$ cat src/rtl/mux_rr_arbiter_pkg.sv
`default_nettype none
// ============================================================================
// Module      : mux_rr_arbiter_pkg
// Description : Shared constants, state encodings and helpers for the
//               round-robin mux arbiter.
// Revision    : 1.0 - initial release
// ============================================================================
package mux_rr_arbiter_pkg;

    localparam int NREQ  = 4;
    localparam int IDX_W = 2;

    localparam logic [0:0] IDLE = 1'b0;
    localparam logic [0:0] BUSY = 1'b1;

    function automatic logic [NREQ-1:0] onehot(input logic [IDX_W-1:0] idx);
        onehot      = '0;
        onehot[idx] = 1'b1;
    endfunction

endpackage
`default_nettype wire

$ cat src/rtl/mux_rr_arbiter_if.sv
`default_nettype none
// ============================================================================
// Module      : mux_rr_arbiter_if
// Description : Request/data/grant bundle between requesters and the arbiter.
// Revision    : 1.0 - initial release
// ============================================================================
interface mux_rr_arbiter_if import mux_rr_arbiter_pkg::*; ();

    logic [NREQ-1:0] req;
    logic            d0;
    logic            d1;
    logic            d2;
    logic            d3;
    logic [NREQ-1:0] grant;
    logic            s1;
    logic            s0;
    logic            valid;
    logic            data_out;

    modport master (
        output req, d0, d1, d2, d3,
        input  grant, s1, s0, valid, data_out
    );

    modport slave (
        input  req, d0, d1, d2, d3,
        output grant, s1, s0, valid, data_out
    );

endinterface
`default_nettype wire

$ cat src/rtl/mux_rr_arbiter_rr_pick.sv
`default_nettype none
// ============================================================================
// Module      : rr_pick
// Description : Combinational round-robin scan of the request vector starting
//               at ptr, optionally skipping one index.
// Revision    : 1.0 - initial release
// ============================================================================
module rr_pick
    import mux_rr_arbiter_pkg::*;
(
    input  wire logic [NREQ-1:0]  req,
    input  wire logic [IDX_W-1:0] ptr,
    input  wire logic             excl_en,
    input  wire logic [IDX_W-1:0] excl_idx,
    output logic                  found,
    output logic [IDX_W-1:0]      idx
);

    logic [IDX_W-1:0] cand;

    always_comb begin
        found = 1'b0;
        idx   = '0;
        cand  = '0;
        for (int k = 0; k < NREQ; k++) begin
            cand = ptr + IDX_W'(k);
            if (!found && req[cand] && !(excl_en && (cand == excl_idx))) begin
                found = 1'b1;
                idx   = cand;
            end
        end
    end

endmodule
`default_nettype wire

$ cat src/rtl/mux_rr_arbiter.sv
`default_nettype none
// ============================================================================
// Module      : mux_rr_arbiter
// Description : Round-robin arbiter with bounded bursts driving the 4:1 data
//               mux select lines and a valid-gated data output.
// Revision    : 1.0 - initial release
// ============================================================================
module mux_rr_arbiter
    import mux_rr_arbiter_pkg::*;
#(
    parameter int MAX_BURST = 4,
    parameter int CNT_W     = 3
) (
    input  wire logic        clk,
    input  wire logic        rst,
    mux_rr_arbiter_if.slave  bus
);

    localparam logic [CNT_W-1:0] CNT_MAX = CNT_W'(MAX_BURST - 1);

    logic [0:0]       state_q,  state_d;
    logic [IDX_W-1:0] ptr_q,    ptr_d;
    logic [CNT_W-1:0] cnt_q,    cnt_d;
    logic [NREQ-1:0]  grant_q,  grant_d;
    logic [IDX_W-1:0] sel_q,    sel_d;
    logic             valid_q,  valid_d;

    logic             owner_req;
    logic             others_req;
    logic             keep;
    logic [IDX_W-1:0] pick_ptr;
    logic             pick_excl;
    logic             pick_found;
    logic [IDX_W-1:0] pick_idx;
    logic [NREQ-1:0]  d_vec;

    // While busy, the next candidate scan starts just after the owner and
    // skips it, so a release hands over on the same edge.
    always_comb begin
        pick_excl  = (state_q == BUSY);
        pick_ptr   = pick_excl ? (sel_q + IDX_W'(1)) : ptr_q;
        owner_req  = bus.req[sel_q];
        others_req = |(bus.req & ~onehot(sel_q));
        keep       = owner_req && ((cnt_q < CNT_MAX) || !others_req);
    end

    rr_pick u_rr_pick (
        .req      (bus.req),
        .ptr      (pick_ptr),
        .excl_en  (pick_excl),
        .excl_idx (sel_q),
        .found    (pick_found),
        .idx      (pick_idx)
    );

    always_ff @(posedge clk) begin
        if (rst) begin
            state_q <= IDLE;
            ptr_q   <= '0;
            cnt_q   <= '0;
            grant_q <= '0;
            sel_q   <= '0;
            valid_q <= 1'b0;
        end else begin
            state_q <= state_d;
            ptr_q   <= ptr_d;
            cnt_q   <= cnt_d;
            grant_q <= grant_d;
            sel_q   <= sel_d;
            valid_q <= valid_d;
        end
    end

    always_comb begin
        state_d = state_q;
        case (state_q)
            IDLE:    if (pick_found)          state_d = BUSY;
            BUSY:    if (!keep && !pick_found) state_d = IDLE;
            default:                          state_d = IDLE;
        endcase
    end

    always_comb begin
        ptr_d   = ptr_q;
        cnt_d   = cnt_q;
        grant_d = grant_q;
        sel_d   = sel_q;
        valid_d = valid_q;
        if (state_q == IDLE) begin
            if (pick_found) begin
                sel_d   = pick_idx;
                grant_d = onehot(pick_idx);
                valid_d = 1'b1;
                cnt_d   = '0;
            end
        end else if (keep) begin
            cnt_d = (cnt_q == CNT_MAX) ? cnt_q : (cnt_q + CNT_W'(1));
        end else begin
            ptr_d = sel_q + IDX_W'(1);
            if (pick_found) begin
                sel_d   = pick_idx;
                grant_d = onehot(pick_idx);
                cnt_d   = '0;
            end else begin
                grant_d = '0;
                valid_d = 1'b0;
            end
        end
    end

    assign d_vec        = {bus.d3, bus.d2, bus.d1, bus.d0};
    assign bus.grant    = grant_q;
    assign bus.s1       = sel_q[1];
    assign bus.s0       = sel_q[0];
    assign bus.valid    = valid_q;
    assign bus.data_out = valid_q & d_vec[sel_q];

endmodule
`default_nettype wire

$ cat src/flat_wrapper.sv
// flat-port wrapper written by rule: the top's interface ports become plain ports
module mux_rr_arbiter_flat import mux_rr_arbiter_pkg::*;
#(
    parameter int MAX_BURST = 4,
    parameter int CNT_W     = 3
)
  (clk, rst, bus_req, bus_d0, bus_d1, bus_d2, bus_d3, bus_grant, bus_s1, bus_s0, bus_valid, bus_data_out);
  mux_rr_arbiter_if bus_i ();
  input  wire logic clk;
  input  wire logic rst;
  input wire logic [$bits(bus_i.req)-1:0] bus_req;
  input wire logic [$bits(bus_i.d0)-1:0] bus_d0;
  input wire logic [$bits(bus_i.d1)-1:0] bus_d1;
  input wire logic [$bits(bus_i.d2)-1:0] bus_d2;
  input wire logic [$bits(bus_i.d3)-1:0] bus_d3;
  output wire logic [$bits(bus_i.grant)-1:0] bus_grant;
  output wire logic [$bits(bus_i.s1)-1:0] bus_s1;
  output wire logic [$bits(bus_i.s0)-1:0] bus_s0;
  output wire logic [$bits(bus_i.valid)-1:0] bus_valid;
  output wire logic [$bits(bus_i.data_out)-1:0] bus_data_out;
  assign bus_i.req = bus_req;
  assign bus_i.d0 = bus_d0;
  assign bus_i.d1 = bus_d1;
  assign bus_i.d2 = bus_d2;
  assign bus_i.d3 = bus_d3;
  assign bus_grant = bus_i.grant;
  assign bus_s1 = bus_i.s1;
  assign bus_s0 = bus_i.s0;
  assign bus_valid = bus_i.valid;
  assign bus_data_out = bus_i.data_out;
  mux_rr_arbiter #(.MAX_BURST(MAX_BURST), .CNT_W(CNT_W)) u_core (.clk(clk), .rst(rst), .bus(bus_i));
endmodule
$ cat config.mk
export PLATFORM = sky130hd
export DESIGN_NAME = mux_rr_arbiter_flat
export DESIGN_NICKNAME = d
export VERILOG_FILES = /design/src/rtl/mux_rr_arbiter_pkg.sv /design/src/rtl/mux_rr_arbiter_if.sv /design/src/rtl/mux_rr_arbiter_rr_pick.sv /design/src/rtl/mux_rr_arbiter.sv /design/src/flat_wrapper.sv
export SDC_FILE = /design/constraint.sdc
export NUM_CORES = 1
export LEC_CHECK = 0
export CAP_MARGIN = 10
export CORE_ASPECT_RATIO = 2
export CORE_MARGIN = 2
export CORE_UTILIZATION = 40
export DETAILED_ROUTE_END_ITERATION = 10
export PLACE_DENSITY = 0.68
export SYNTH_ARGS = -nofsm -noshare
export SYNTH_HDL_FRONTEND = slang
export SYNTH_SLANG_ARGS = --single-unit
export TNS_END_PERCENT = 100
$ cat constraint.sdc
create_clock -name clk -period 3.2 [get_ports clk]
set_input_delay 0.96 -clock clk [delete_from_list [all_inputs] [get_ports clk]]
set_output_delay 0.96 -clock clk [all_outputs]
set_load 0.05 [all_outputs]
# ---- After elaboration in Yosys (flattened, before gate mapping)
# Cells that the tools add are included.
dict set report totals {
  reg_bits 13
  in_bits 10
  output_inout_bits 8
  wordCells 107
}
dict set report classes {
  n_addsub 5
  magnitude_cmp 9
  eq_ne 8
  n_mux 43
  bitwise_logic 5
  n_reduce_logical 31
}
# operator count
set ops {}
lappend ops {{less-than comparator 2 x 3 -> 1 bit (second input constant)} 6}
lappend ops {{two-way mux 1 bit} 18}
lappend ops {{two-way mux 2 bit} 8}
lappend ops {{two-way mux 4 bit} 4}
lappend ops {{logical AND 1 bit} 15}
lappend ops {{binary-select mux 1 bit (select 2 bit)} 6}
lappend ops {{two-way mux 3 bit} 4}
lappend ops {{zero test 1 bit} 10}
lappend ops {{equality test 2 bit} 4}
lappend ops {{adder 2 x 1 -> 2 bit (second input constant)} 2}
lappend ops {{adder 2 bit (second input constant)} 2}
lappend ops {{AND 4 bit} 1}
lappend ops {{demux 1 bit (select 2 bit)} 2}
lappend ops {{greater-or-equal comparator 2 x 1 -> 1 bit (second input constant)} 2}
lappend ops {{inequality test 2 bit (second input constant)} 2}
lappend ops {{NOT 4 bit} 1}
lappend ops {{AND reduction 2 bit} 2}
lappend ops {{OR reduction 4 bit} 1}
lappend ops {{adder 3 x 1 -> 3 bit (second input constant)} 1}
lappend ops {{equality test 3 x 2 -> 1 bit (second input constant)} 1}
lappend ops {{less-than comparator 3 x 2 -> 1 bit (second input constant)} 1}
lappend ops {{inequality test 3 bit (second input constant)} 1}
lappend ops {{AND reduction 3 bit} 1}
lappend ops {{NOT 1 bit} 2}
lappend ops {{4 further kinds} 4}

# ---- Logic depth before layout (Yosys ltp)
# Gate-level depths: netlist (run 1).
dict set report logic_depth {
  depth_word 26
  depth_mapped 10
  depth_no_buf 9
}

# ---- Modules after synthesis
# From an unflattened synthesis (run 1), not the netlist that was laid out.
dict set report unflattened {
  cells_unflattened 96
  hier_area_um2 929.6
}
# module n_inst cells_per_inst area_each_um2 seq_area_each_um2
set modules_own_cells {}
lappend modules_own_cells {mux_rr_arbiter 1 75 770.7 260.2}
lappend modules_own_cells {rr_pick 1 21 158.9 0.0}

# ---- Worst setup path before layout (run 1)
# No wires, ideal clock.
dict set report synth_timing {
  path_type {reg-to-reg}
  startpoint {reg u_core.sel_q[0]}
  endpoint {reg u_core.grant_q[1] (netlist: u_core.bus.grant[1])}
  setup_ns 0.115
  t_arrival_ns 3.227
  t_required_ns 3.085
  slack_ns -0.142
  path_stages_with_launch 11
  n_path_buf 1
  synth_period_minus_slack_ns 3.342
  path_cell_list {dfxtp_1 > buf_2 > inv_1 > ha_1 > xnor2_1 > mux2_4 > or4b_4 > and3_4 > o221ai_4 > and3b_1 > o21ba_1}
}
dict set report synth_between {
  elab_chain_len 26
  elab_cells_between_ends 68
  cone_classes {add/sub: 4; order compare: 4; eq/ne: 5; mux: 27; bitwise: 2; reduce/logical: 26}
}
# element line
set synth_rtl {}
lappend synth_rtl {{from (decl)} mux_rr_arbiter.sv:25} ;# logic [IDX_W-1:0] sel_q, sel_d;
lappend synth_rtl {{from (signal assigned)} mux_rr_arbiter.sv:69} ;# sel_q <= sel_d;
lappend synth_rtl {{branches (longest 26 deep; another with adder 2 x 1 -> 2 bit)} n/a}
lappend synth_rtl {{to (signal assigned)} mux_rr_arbiter.sv:68} ;# grant_q <= grant_d;
lappend synth_rtl {{to (decl)} mux_rr_arbiter.sv:24} ;# logic [NREQ-1:0] grant_q, grant_d;
# Several ways; the timed one is not identified. The select of a mux whose other input is x is not followed.
# A chain may end at the register's enable or synchronous reset.

# ---- Worst setup path after layout (run 1)
dict set report layout_timing {
  startpoint {in bus_d3}
  endpoint {out bus_data_out}
}
dict set report layout_between {
  elab_chain_len 3
}
# element line
set layout_rtl {}
lappend layout_rtl {{from (decl)} flat_wrapper.sv:15} ;# input wire logic [$bits(bus_i.d3)-1:0] bus_d3;
lappend layout_rtl {{binary-select mux 1 bit (select 2 bit)} mux_rr_arbiter.sv:116} ;# assign bus.data_out = valid_q & d_vec[sel_q];
lappend layout_rtl {{two-way mux 1 bit (implied by the code)} mux_rr_arbiter.sv:116}
lappend layout_rtl {{AND 1 bit} mux_rr_arbiter.sv:116}
lappend layout_rtl {{to (decl)} flat_wrapper.sv:20} ;# output wire logic [$bits(bus_i.data_out)-1:0] bus_data_out;
# No other way between the ends. The select of a mux whose other input is x is not followed.

==> results of run 1 <==
-- state kept, by name, indices dropped and copies added (netlist names) --
name              flops
u_core.bus.grant      4
u_core.pick_excl      1
u_core.sel_q          2
u_core.ptr_q          2
u_core.bus.valid      1
u_core.cnt_q          3
-- cells in the mapped netlist (2+ instances only) --
| cell type | n | area share |
|---|---|---|
| nand2_1 | 13 | 0.037 |
| o21ai_0 | 5 | 0.019 |
| or2_1 | 3 | 0.014 |
| o211ai_1 | 2 | 0.011 |
| dfxtp_1 | 13 | 0.20 |
| o31ai_1 | 2 | 0.011 |
| inv_1 | 7 | 0.020 |
| nor2b_1 | 6 | 0.029 |
| nand3b_1 | 2 | 0.011 |
| buf_2 | 3 | 0.011 |
| mux2i_1 | 9 | 0.069 |
| a2111oi_0 | 3 | 0.020 |
| and3b_1 | 2 | 0.013 |
| clkbuf_1 | 5 | 0.014 |
| nand2b_1 | 10 | 0.048 |
| nor3_1 | 2 | 0.0076 |
| a21oi_1 | 9 | 0.034 |
| mux4_2 | 2 | 0.034 |
| nor2_1 | 12 | 0.034 |
| ha_1 | 6 | 0.057 |
| xnor2_1 | 2 | 0.013 |
| and2_1 | 4 | 0.019 |
| or3_1 | 4 | 0.019 |
| nand3_1 | 5 | 0.019 |
-- cell families after synthesis --
family / after synthesis / share of synthesized area
xor gates and xnor gates: 4 / 0.0372
adders and majority gates: 6 / 0.0573
AOI/OAI and AO/OA: 35 / 0.219
muxes: 14 / 0.134
buffers and inverters: 16 / 0.0487
DFF: 13 / 0.198
and+or+nand+nor: 71 / 0.305
-- placed cells by master (no fill, tap or decap), types with 5 or more instances in the layout --
| master | n |
|---|---|
| inv_1 | 7 |
| o21ai_0 | 5 |
| clkdlybuf4s50_1 | 16 |
| a21oi_1 | 9 |
| nand2_1 | 13 |
| nor2b_1 | 6 |
| dfxtp_1 | 11 |
| buf_4 | 23 |
| ha_1 | 6 |
| nor2_1 | 12 |
| nand3_1 | 5 |
| nand2b_1 | 10 |
| mux2i_1 | 9 |
-- worst register-to-register path, cell delays in order (launching register included) --
cell and delay [ps]:
dfxtp_2 330, inv_1 60, ha_1 390, xnor2_1 240, mux2_4 330, or4b_4 520
and3_4 210, o221ai_4 200, buf_4 180, nand2_1 50, a21oi_1 180
-- what timing repair did --
item | 4_1_cts | 5_1_grt
buffers inserted | 0 | 1
gates resized for setup | 0 | 2
endpoints found under the setup margin | 0 | 9
-- power breakdown --
| part | switching [mW] | total [mW] | leakage, nW | internal (mW) |
|---|---|---|---|---|
| clock | 0.0571 | 0.145 | 0.0228 | 0.0879 |
| sequential | 0.0718 | 0.289 | 0.108 | 0.217 |
| combinational | 0.679 | 1.23 | 0.590 | 0.554 |
| total | 0.808 | 1.67 | 0.720 | 0.859 |
-- final cells by class --
cell class	instances	area [um2]	share of cell area
Multi-Input combinational cell	130	990	0.582
Clock buffer	4	45.0	0.0265
Timing Repair Buffer	39	333	0.196
Tap cell	31	38.8	0.0228
Inverter	8	30.0	0.0177
Sequential cell	13	263	0.155
-- per-layer routing --
layer,global-route usage,vias up,share of wire
met1,0.224,630,0.36
met4,0.113,0,0.038
met2,0.420,29,0.58
li1,-,653,-
met5,0,-,0
met3,0.0106,12,0.021
-- final timing paths --
kind	slack [ps]	cells after the start	endpoint
setup / recovery	80	4	bus_data_out
hold / removal	470	2	u_core.bus.grant[3]
setup reg to reg	420	10	u_core.sel_q[1]
hold reg to reg	470	2	u_core.bus.grant[3]
==> impl_metrics.tcl, run 1 <==
set metrics [dict create \
    status "completed" \
    dr_total_vias 1324 \
    drtPass1Iterations 4 \
    wl_um 3740 \
    cts_htree_levels 1 \
    fmax_ghz 0.320 \
    drive_gt1_frac 0.206 \
    instances_no_fill 225 \
    critical_path.startpoint "bus_d3" \
    syn_nets 175 \
    areaGrowthSynthToFinish_pct 29.6 \
    dp.cells 220 \
    synth_cell_type_count 52 \
    numCtsBuffers 3 \
    ys_seq_area_frac 0.198 \
    nets 211 \
    ys_ff_latch 13 \
    drc 0 \
    synth_edf_count 0 \
    ir_drop_v 0.000626 \
    drv_slew 0 \
    crit_slowest_cell "mux4_2" \
    setup_tns_ps 0 \
    whs_ps 471 \
    drt_iter0_drc 34 \
    fin_crit_ps 3120 \
    clk_pin_slew_ps 50 \
    worstPathRequired_ps 2240 \
    final_area_mm2 0.00170 \
    grt_overflow_total 0 \
    path_buf_inv 2 \
    antenna_found_initial 0 \
    critPathKind "in -> out" \
    synth_warnings 0 \
    synthArstFlopShare 0 \
    start_util 0.415 \
    leakage_nw 0.720 \
    ant_nets 0 \
    max_stage_delay_ps 450 \
    syn_area_per_cell_um2 8.25 \
    grt_pass1_vias 1406 \
    die_area_mm2 0.00378 \
    worstSkewPairLatency_ps 240 \
    startpoint_type "input port" \
    min-delay-start "u_core.bus.grant[3]" \
    cts_tree "yes" \
    synth-main-ff-cell "dfxtp_1" \
    tightest_slew_ps 645 \
    die_x_um 44.5 \
    cts.sinks 13 \
    post-route-period-util 0.977 \
    gp_congestion 0.937 \
    layout_setup_ws_ps 75.2 \
    syn_area_mm2 0.00131 \
    core_mm2 0.00316 \
    place_area_mm2 0.00164 \
    cp.arrival_ps 2160 \
    max-cap-violations 0 \
    io-pin-count 18 \
    synth_cells 159 \
    finalSetupViolCount 0 \
    path_cells "clkdlybuf4s50_1 -> mux4_2 -> and2_1 -> buf_4" \
    hold_path_class "reg -> reg" \
    crit_family "buffers and inverters" \
    power-per-cell-area_mw_per_mm2 981 \
    reg2reg_from "u_core.sel_q[0]" \
    via_per_inst 5.88 \
    antenna_cells 0 \
    cts_buffer_depth 2 \
    crit_path_end_kind "primary output" \
    track_usage 0.221 \
    grt_max_degree 19 \
    wl_per_cell_um 16.6 \
    power_mw 1.67 \
    fin_skew_ps 1.41 \
    crit_path_max_fanout 1 \
    die-height_um 85.0 \
    hpwl_um 3050 \
    grt_pass1_wl_um 6330 \
    dp_slack_ps -188 \
    rows 29 \
    cts_hold_buf 0 \
    post-route-util 0.538 \
    cts-root-buf "clkbuf_8" \
    finalHoldViolations 0 \
    slew_headroom 0.569 \
    port_buffers 17 \
    final.fill_count 324 \
]
(Power assumes the default switching activity.)
==> run 2, diff against run 1 <==
Settings changed: CTS_CLUSTER_SIZE from default to 20.
==> results of run 2 <==
Same layout as run 1: the final DEF is identical, and so are final timing and power.
